**config.mk**
```make
export PLATFORM = sky130hd
export DESIGN_NAME = score_entry_flat
export DESIGN_NICKNAME = d
export VERILOG_FILES = /design/src/rtl/score_entry_if.sv /design/src/rtl/score_entry.sv /design/src/flat_wrapper.sv
export SDC_FILE = /design/constraint.sdc
export NUM_CORES = 1
export LEC_CHECK = 0
export CORE_MARGIN = 8
export CORE_UTILIZATION = 49
export CTS_BUF_LIST = sky130_fd_sc_hd__clkbuf_8
export CTS_CLUSTER_SIZE = 40
export DETAILED_ROUTE_END_ITERATION = 12
export PLACE_DENSITY = 0.73
export SKIP_CTS_REPAIR_TIMING = 1
export SYNTH_ARGS = -nofsm -noshare
export SYNTH_HDL_FRONTEND = slang
export SYNTH_SLANG_ARGS = --single-unit
```
**constraint.sdc**
```tcl
create_clock -name clk -period 2.7 [get_ports clk]
set_input_delay 0.27 -clock clk [delete_from_list [all_inputs] [get_ports clk]]
set_output_delay 0.27 -clock clk [all_outputs]
set_load 0.03 [all_outputs]
```
**src/rtl/score_entry_if.sv**
```systemverilog
// Keypad score-entry bus: keyed digits and strobes in, committed score,
// status flags and the BCD echo of the entry out.
interface score_entry_if;
  logic [3:0] digit;
  logic       digit_valid;
  logic       enter;
  logic       clear;
  logic [7:0] score;
  logic       score_valid;
  logic       error;
  logic       busy;
  logic [3:0] bcd_hundreds;
  logic [3:0] bcd_tens;
  logic [3:0] bcd_ones;
  logic [1:0] digit_count;

  // Driver side: key/switch front end plus the score consumer.
  modport master (
    output digit, digit_valid, enter, clear,
    input  score, score_valid, error, busy,
    input  bcd_hundreds, bcd_tens, bcd_ones, digit_count
  );

  // Converter side.
  modport slave (
    input  digit, digit_valid, enter, clear,
    output score, score_valid, error, busy,
    output bcd_hundreds, bcd_tens, bcd_ones, digit_count
  );
endinterface

```
**src/rtl/score_entry.sv**
```systemverilog
// Decimal keypad to binary score entry. Up to three BCD digits are shifted
// in from the right and echoed for the display. ENTER latches them and runs
// three multiply-by-ten-and-add steps, then a commit cycle range-checks the
// result against MAX_VALUE and either publishes it or flags an error.
module score_entry #(
  parameter int unsigned MAX_VALUE = 255
) (
  input  logic         clk,
  input  logic         rst,
  score_entry_if.slave bus
);

  localparam logic [9:0] MAX_ACC = 10'(MAX_VALUE);

  typedef enum logic [2:0] {
    IDLE    = 3'd0,
    COLLECT = 3'd1,
    CONV0   = 3'd2,
    CONV1   = 3'd3,
    CONV2   = 3'd4,
    COMMIT  = 3'd5
  } state_t;

  state_t     state_r;
  logic [3:0] hundreds_r;
  logic [3:0] tens_r;
  logic [3:0] ones_r;
  logic [1:0] count_r;
  logic [3:0] lat_hundreds_r;
  logic [3:0] lat_tens_r;
  logic [3:0] lat_ones_r;
  logic [9:0] acc_r;
  logic [7:0] score_r;
  logic       score_valid_r;
  logic       error_r;
  logic       busy_r;
  logic       digit_ok_s;

  // acc*10 + d built from two shifts and adds; acc entering a step is at
  // most 99, so the 10-bit result cannot overflow.
  function automatic logic [9:0] mul10_add(input logic [9:0] a, input logic [3:0] d);
    return (a << 3) + (a << 1) + {6'd0, d};
  endfunction

  // A keyed value is a usable decimal digit only in 0..9.
  function automatic logic is_decimal(input logic [3:0] d);
    return (d <= 4'd9);
  endfunction

  // Digit acceptance needs a legal value and a free slot.
  always_comb begin
    digit_ok_s = 1'b0;
    if (is_decimal(bus.digit) && (count_r != 2'd3)) begin
      digit_ok_s = 1'b1;
    end else begin
      digit_ok_s = 1'b0;
    end
  end

  // Entry/conversion FSM with all outputs registered.
  always_ff @(posedge clk or posedge rst) begin
    if (rst) begin
      state_r        <= IDLE;
      hundreds_r     <= 4'd0;
      tens_r         <= 4'd0;
      ones_r         <= 4'd0;
      count_r        <= 2'd0;
      lat_hundreds_r <= 4'd0;
      lat_tens_r     <= 4'd0;
      lat_ones_r     <= 4'd0;
      acc_r          <= 10'd0;
      score_r        <= 8'd0;
      score_valid_r  <= 1'b0;
      error_r        <= 1'b0;
      busy_r         <= 1'b0;
    end else begin
      score_valid_r <= 1'b0;
      case (state_r)
        IDLE, COLLECT: begin
          if (bus.clear) begin
            hundreds_r <= 4'd0;
            tens_r     <= 4'd0;
            ones_r     <= 4'd0;
            count_r    <= 2'd0;
            error_r    <= 1'b0;
            state_r    <= IDLE;
          end else if (bus.enter) begin
            if (count_r == 2'd0) begin
              error_r <= 1'b1;
              state_r <= IDLE;
            end else begin
              lat_hundreds_r <= hundreds_r;
              lat_tens_r     <= tens_r;
              lat_ones_r     <= ones_r;
              acc_r          <= 10'd0;
              busy_r         <= 1'b1;
              state_r        <= CONV0;
            end
          end else if (bus.digit_valid) begin
            if (digit_ok_s) begin
              hundreds_r <= tens_r;
              tens_r     <= ones_r;
              ones_r     <= bus.digit;
              count_r    <= count_r + 2'd1;
              error_r    <= 1'b0;
              state_r    <= COLLECT;
            end else begin
              error_r <= 1'b1;
            end
          end else begin
            state_r <= state_r;
          end
        end

        CONV0, CONV1, CONV2, COMMIT: begin
          if (bus.clear) begin
            // Abort: drop the entry, never commit.
            hundreds_r <= 4'd0;
            tens_r     <= 4'd0;
            ones_r     <= 4'd0;
            count_r    <= 2'd0;
            error_r    <= 1'b0;
            busy_r     <= 1'b0;
            state_r    <= IDLE;
          end else begin
            case (state_r)
              CONV0: begin
                acc_r   <= {6'd0, lat_hundreds_r};
                state_r <= CONV1;
              end
              CONV1: begin
                acc_r   <= mul10_add(acc_r, lat_tens_r);
                state_r <= CONV2;
              end
              CONV2: begin
                acc_r   <= mul10_add(acc_r, lat_ones_r);
                state_r <= COMMIT;
              end
              COMMIT: begin
                if (acc_r <= MAX_ACC) begin
                  score_r       <= acc_r[7:0];
                  score_valid_r <= 1'b1;
                  error_r       <= 1'b0;
                end else begin
                  error_r <= 1'b1;
                end
                hundreds_r <= 4'd0;
                tens_r     <= 4'd0;
                ones_r     <= 4'd0;
                count_r    <= 2'd0;
                busy_r     <= 1'b0;
                state_r    <= IDLE;
              end
              default: begin
                busy_r  <= 1'b0;
                state_r <= IDLE;
              end
            endcase
          end
        end

        default: begin
          busy_r  <= 1'b0;
          state_r <= IDLE;
        end
      endcase
    end
  end

  assign bus.score        = score_r;
  assign bus.score_valid  = score_valid_r;
  assign bus.error        = error_r;
  assign bus.busy         = busy_r;
  assign bus.bcd_hundreds = hundreds_r;
  assign bus.bcd_tens     = tens_r;
  assign bus.bcd_ones     = ones_r;
  assign bus.digit_count  = count_r;

endmodule

```
**src/flat_wrapper.sv**
```systemverilog
// flat-port wrapper written by rule: the top's interface ports become plain ports
module score_entry_flat 
#(
  parameter int unsigned MAX_VALUE = 255
)
  (clk, rst, bus_digit, bus_digit_valid, bus_enter, bus_clear, bus_score, bus_score_valid, bus_error, bus_busy, bus_bcd_hundreds, bus_bcd_tens, bus_bcd_ones, bus_digit_count);
  score_entry_if bus_i ();
  input  logic clk;
  input  logic rst;
  input wire logic [$bits(bus_i.digit)-1:0] bus_digit;
  input wire logic [$bits(bus_i.digit_valid)-1:0] bus_digit_valid;
  input wire logic [$bits(bus_i.enter)-1:0] bus_enter;
  input wire logic [$bits(bus_i.clear)-1:0] bus_clear;
  output wire logic [$bits(bus_i.score)-1:0] bus_score;
  output wire logic [$bits(bus_i.score_valid)-1:0] bus_score_valid;
  output wire logic [$bits(bus_i.error)-1:0] bus_error;
  output wire logic [$bits(bus_i.busy)-1:0] bus_busy;
  output wire logic [$bits(bus_i.bcd_hundreds)-1:0] bus_bcd_hundreds;
  output wire logic [$bits(bus_i.bcd_tens)-1:0] bus_bcd_tens;
  output wire logic [$bits(bus_i.bcd_ones)-1:0] bus_bcd_ones;
  output wire logic [$bits(bus_i.digit_count)-1:0] bus_digit_count;
  assign bus_i.digit = bus_digit;
  assign bus_i.digit_valid = bus_digit_valid;
  assign bus_i.enter = bus_enter;
  assign bus_i.clear = bus_clear;
  assign bus_score = bus_i.score;
  assign bus_score_valid = bus_i.score_valid;
  assign bus_error = bus_i.error;
  assign bus_busy = bus_i.busy;
  assign bus_bcd_hundreds = bus_i.bcd_hundreds;
  assign bus_bcd_tens = bus_i.bcd_tens;
  assign bus_bcd_ones = bus_i.bcd_ones;
  assign bus_digit_count = bus_i.digit_count;
  score_entry #(.MAX_VALUE(MAX_VALUE)) u_core (.clk(clk), .rst(rst), .bus(bus_i));
endmodule
```
# Yosys cells after proc, flatten, opt, wreduce, memory -nomap -nowiden
# Index checks and enable logic that the tools add are counted.
dict set report op_classes {
  add_sub_neg 4
  magnitude_cmp 2
  n_eq_ne 19
  n_mux 58
  n_bitwise 2
  n_reduce_logical 14
}
# operator count
set op_table {}
lappend op_table {{two-way mux 4 bit} 14}
lappend op_table {{two-way mux 10 bit} 4}
lappend op_table {{one-hot mux 10 bit (3 select lines)} 1}
lappend op_table {{one-hot mux 4 bit (2 select lines)} 3}
lappend op_table {{adder 10 x 4 -> 10 bit} 2}
lappend op_table {{one-hot mux 10 bit (2 select lines)} 1}
lappend op_table {{two-way mux 1 bit} 18}
lappend op_table {{AND reduction 4 bit} 4}
lappend op_table {{two-way mux 3 bit} 5}
lappend op_table {{two-way mux 2 bit} 7}
lappend op_table {{adder 10 bit} 1}
lappend op_table {{less-or-equal comparator 10 x 8 -> 1 bit (second input constant)} 1}
lappend op_table {{!= test 2 bit (second input constant)} 5}
lappend op_table {{!= test 3 bit (second input constant)} 3}
lappend op_table {{one-hot mux 3 bit (3 select lines)} 1}
lappend op_table {{!= test 4 x 3 -> 1 bit (second input constant)} 2}
lappend op_table {{== test 3 x 2 -> 1 bit (second input constant)} 2}
lappend op_table {{== test 3 bit (second input constant)} 2}
lappend op_table {{!= test 3 x 2 -> 1 bit (second input constant)} 2}
lappend op_table {{one-hot mux 3 bit (2 select lines)} 1}
lappend op_table {{AND reduction 6 bit} 1}
lappend op_table {{AND reduction 5 bit} 1}
lappend op_table {{less-or-equal comparator 4 bit (second input constant)} 1}
lappend op_table {{!= test 4 x 1 -> 1 bit (second input constant)} 1}
lappend op_table {{14 further kinds} 16}
dict set report totals {
  regBits 50
  in_bits 9
  output_inout_bits 25
  wordCells 112
}

# Longest topological paths before layout
# Gate-level depths: netlist of run 1.
dict set report logic_depth {
  depth_word 8
  mapped_depth 12
  mapped_depth_nobuf 11
}

# Worst setup path after synthesis of run 1
# Ideal clock, no wire load.
dict set report synth_path {
  kind {register to register}
  from {register u_core.state_r[0]}
  to {register u_core.acc_r[9]}
  setup_time_ps 124
  t_arrival_ps 2276
  required_ps 2576
  path_slack_ps 300
  path_stages_with_launch 13
  path_buffers 1
  period_less_slack_ps 2400
  cell_sequence {dfrtp_1 -> buf_2 -> nor3b_4 -> mux2_2 -> ha_1 -> inv_1 -> fa_1 -> inv_1 -> a21oi_1 -> nor3_1 -> nand4_1 -> xnor2_1 -> o21ai_1}
}
dict set report synth_between {
  elab_chain_len 4
  elab_cells_between_ends 18
  classes_between {10 x eq/ne; 3 x mux; 5 x reduce/logical}
}
# item line_no
set synth_rtl {}
lappend synth_rtl {{start, declared} score_entry.sv:24} ;# state_t state_r;
lappend synth_rtl {{start signal, assigned} score_entry.sv:111} ;# state_r <= state_r;
lappend synth_rtl {{== test 3 x 2 -> 1 bit, or another cell as far along} {score_entry.sv:78, score_entry.sv:126}}
lappend synth_rtl {{OR reduction 4 bit, or another cell as far along} score_entry.sv:78} ;# case (state_r)
lappend synth_rtl {{!= test 4 x 1 -> 1 bit (no line), or another cell as far along} --}
lappend synth_rtl {{AND reduction 6 bit (no line) / one-hot mux 10 bit (2 select lines) (equally long branches)} --}
lappend synth_rtl {{end signal, assigned} score_entry.sv:128} ;# acc_r <= {6'd0, lat_hundreds_r};
lappend synth_rtl {{end signal, assigned} score_entry.sv:132} ;# acc_r <= mul10_add(acc_r, lat_tens_r);
lappend synth_rtl {{end signal, assigned} score_entry.sv:136} ;# acc_r <= mul10_add(acc_r, lat_ones_r);
lappend synth_rtl {{end, declared} score_entry.sv:32} ;# logic [9:0] acc_r;
# Parallel ways exist; a longest one is shown, timed or not. The select of a mux whose other input is x is not followed.
# A chain may end at the register's enable or synchronous reset.

# Worst setup path after layout of run 1
dict set report layout_path {
  from {register u_core.state_r[1]}
  to {register u_core.acc_r[8]}
}
# The elaborated chain is that of the path after synthesis.

==> results of run 1 <==
## stage by stage
| stage | setup slack, ns | total power, mW | std cells |
|---|---|---|---|
| 5_1_grt | 0.00538 | 2.56 | 398 |
| 3_3_place_gp | 0.256 | 1.92 | 389 |
| 6_report | 0.252 | 2.39 | 398 |
| 4_1_cts | 0.168 | 2.41 | 397 |
| 2_1_floorplan | 0.300 | 1.64 | 289 |
| 3_5_place_dp | 0.194 | 1.95 | 389 |
## cells in the final DEF, fill, tap and decap left out, drive strengths merged, types with 3 or more instances in the layout
cell            n
nand2b          4
o31ai           3
dfrtp          50
nor2           13
inv            15
xor2            5
clkdlybuf4s50  33
nor3            6
nand2          68
buf             7
o211ai          3
o21a            3
o21ai          31
ha             14
clkbuf          6
nand3           4
a21oi           9
mux2           17
xnor2           6
## per-layer routing
metal / part of all wire, % / wire length, um / global-route usage [%]
met4: 1.1 / 59 / 3.68
met2: 47 / 2640 / 24.3
met3: 4.8 / 266 / 3.99
met1: 47 / 2610 / 18.1
met5: 0 / 0 / 0
## cell type report
| class | count | area share (%) |
|---|---|---|
| Tap cell | 72 | 2.76 |
| Inverter | 15 | 1.72 |
| Sequential cell | 50 | 38.3 |
| Clock buffer | 6 | 2.53 |
| Clock inverter | 2 | 0.536 |
| Multi-Input combinational cell | 213 | 42.5 |
| Timing Repair Buffer | 40 | 11.7 |
## flip-flops by register name (all words and copies together), names as in the netlist
name	flops
u_core.state_r	3
u_core.lat_hundreds_r	4
u_core.bus.digit_count	2
u_core.acc_r	10
u_core.bus.score	8
u_core.bus.score_valid	1
u_core.bus.bcd_tens	4
u_core.bus.bcd_ones	4
u_core.bus.error	1
u_core.bus.busy	1
u_core.bus.bcd_hundreds	4
u_core.lat_ones_r	4
u_core.lat_tens_r	4
## power by group through the flow
stage,Combinational (mW),Sequential [mW],Clock (mW)
after floorplan,0.489,1.15,0
after global placement,0.859,1.06,0
after detailed placement,0.881,1.07,0
after CTS,0.886,1.06,0.468
after global routing,0.977,1.08,0.503
final,0.882,1.06,0.457
## worst max-delay path: cells and delay by family (launching register included)
family	cells	cell delay, ns
flip-flops	1	0.49
adder cells (fa/ha/maj)	1	0.28
AO/OA/AOI/OAI	3	0.34
AND/OR/NAND/NOR	3	0.59
buffers and inverters	1	0.16
multiplexers	1	0.34
XOR/XNOR	1	0.16
## kinds of logic after synthesis
family                     count (synthesis)  synth area share (%)
buffers and inverters                     26                  4.15
adders and majority gates                 16                  7.85
xor gates and xnor gates                  11                  3.52
DFF                                       50                  45.7
AOI/OAI and AO/OA                         61                  13.8
and+or+nand+nor                          108                  17.8
muxes                                     17                  7.26
## how the worst max path moves through the flow
stage / endpoint / slack [ns] / depth (start not counted)
after floorplan: u_core.acc_r[9] / 0.30 / 12
after detailed placement: u_core.acc_r[9] / 0.19 / 11
final: u_core.acc_r[8] / 0.25 / 10
after CTS: u_core.acc_r[9] / 0.17 / 11
after global placement: u_core.acc_r[9] / 0.26 / 11
after global routing: u_core.acc_r[8] / 0.005 / 10
==> flow_summary.yaml, run 1 <==
worst_setup_path:
  critical_path_class: "reg -> reg"
  max_stage_delay_ns: 0.49
  r2r-end: "u_core.acc_r[8]"
  crit_start: "u_core.state_r[1]"
  required_ns: 2.92
  reg2reg_slack_ns: 0.25
  slowest_stage: "dfrtp_1"
  end_kind: "flip-flop"
  ff2ff_path_depth: 10
  crit_arrival_ns: 2.66
  cp_max_fo: 8
  start_kind: "flip-flop"
  reg2reg_from: "u_core.state_r[1]"
  cp_cell_sequence: "nor3b_4 -> buf_4 -> mux2_2 -> ha_1 -> a21o_1 -> a21oi_2 -> nor3_2 -> nand3_1 -> xor2_1 -> o21ai_0"
yosys:
  synth.distinct_cells: 47
  synth-seq-area-share_pct: 45.7
  yosysWarnings: 0
  ys_ff_latch: 50
  synth.top_cells.by_count: "nand2_1 (68), dfrtp_1 (50), o21ai_0 (20)"
  synth_flop_cell: "dfrtp_1"
  synth_edf_count: 0
  synth_most_common_cell: "nand2_1"
  async_flop_share_pct: 100
  avgSynthCellArea_um2: 9.48
  netlist_top_cells_area: "dfrtp_1 (46%), nand2_1 (9.3%), ha_1 (6.4%)"
  synthCells: 289
  yosysTopAreaCell: "dfrtp_1"
  synth_top_area_share_pct: 45.7
  syn-cell-area_um2: 2740
  syn-num-nets: 314
cells_and_area:
  fin_util_pct: 60.1
  seq_area_um2: 1250
  fin_nets: 350
  multi_input_area_um2: 1390
  layout-drive-gt1-share_pct: 14.1
  diodes: 0
  fill_cells: 475
  syn2layout_area_growth_pct: 19.3
  final_cell_area_um2: 3270
placement:
  placed_area_um2: 3150
  numPortBuffers: 33
  dp.final_hpwl_um: 4340
  gp_congestion: 0.832
die:
  fp.dieW_um: 90.8
  core_area_um2: 5440
  die-area_um2: 8240
  row_count: 27
  ios: 34
  start_util_pct: 50.4
  die_y_um: 90.8
clocking:
  cts_buffers: 5
  htree_levels: 2
  clk_latency_ns: 0.30
  tritoncts: "yes"
  clockRootBuffer: "clkbuf_8"
  clock_tree.buffer_depth: 2
  clk_pin_slew_worst_paths_ns: 0.09
  cts.sinks: 50
routing:
  drt_iter0_markers: 131
  antenna_left: 0
  vias_per_cell: 5.21
  wl_per_cell_um: 14.0
  dr.pass1.iters: 4
  wl_um: 5570
  num_vias: 2074
  route.detailed.drc: 0
timing:
  skew_ns: 0.00975
  rsz0062_at_grt: "false"
  min_period_ns: 2.45
  period_share_pct: 90.6
  hold_viol: 0
  worstMarginPinSlew_ns: 0.794
  fmax_ghz: 0.409
  timing.hold.ws_ns: 0.441
  tns_ns: 0
  slew_headroom_pct: 47.0
  setup_viol: 0
  report.final.slew_viol_count: 0
pwr:
  swShare_pct: 37.2
  pwr-share-comb_pct: 36.8
  p_per_area_nw_per_um2: 733
  ir_drop_mv: 0.493
  clockPowerShare_pct: 19.1
  seqPwrFrac_pct: 44.1
  p_sw_uw: 891
  p_leak_nw: 1.48
  power.internal_mw: 1.50
global_routing:
  grt_usage_pct: 14.6
  antenna_found_initial: 0
  grt_pass1_wl_um: 10100
  gr-total-overflow: 0
  grt_max_degree: 41
  grt_pass1_vias: 2197
flow_run:
  cap_violations: 0
min_path:
  hp-class: "in -> async"
run_status:
  status: "finished clean"
(Power assumes the default switching activity.)
==> run 2, diff against run 1 <==
Settings changed: SLEW_MARGIN from default to 5.
==> results of run 2 <==
Same layout as run 1: the final DEF is identical, and so are final timing and power.
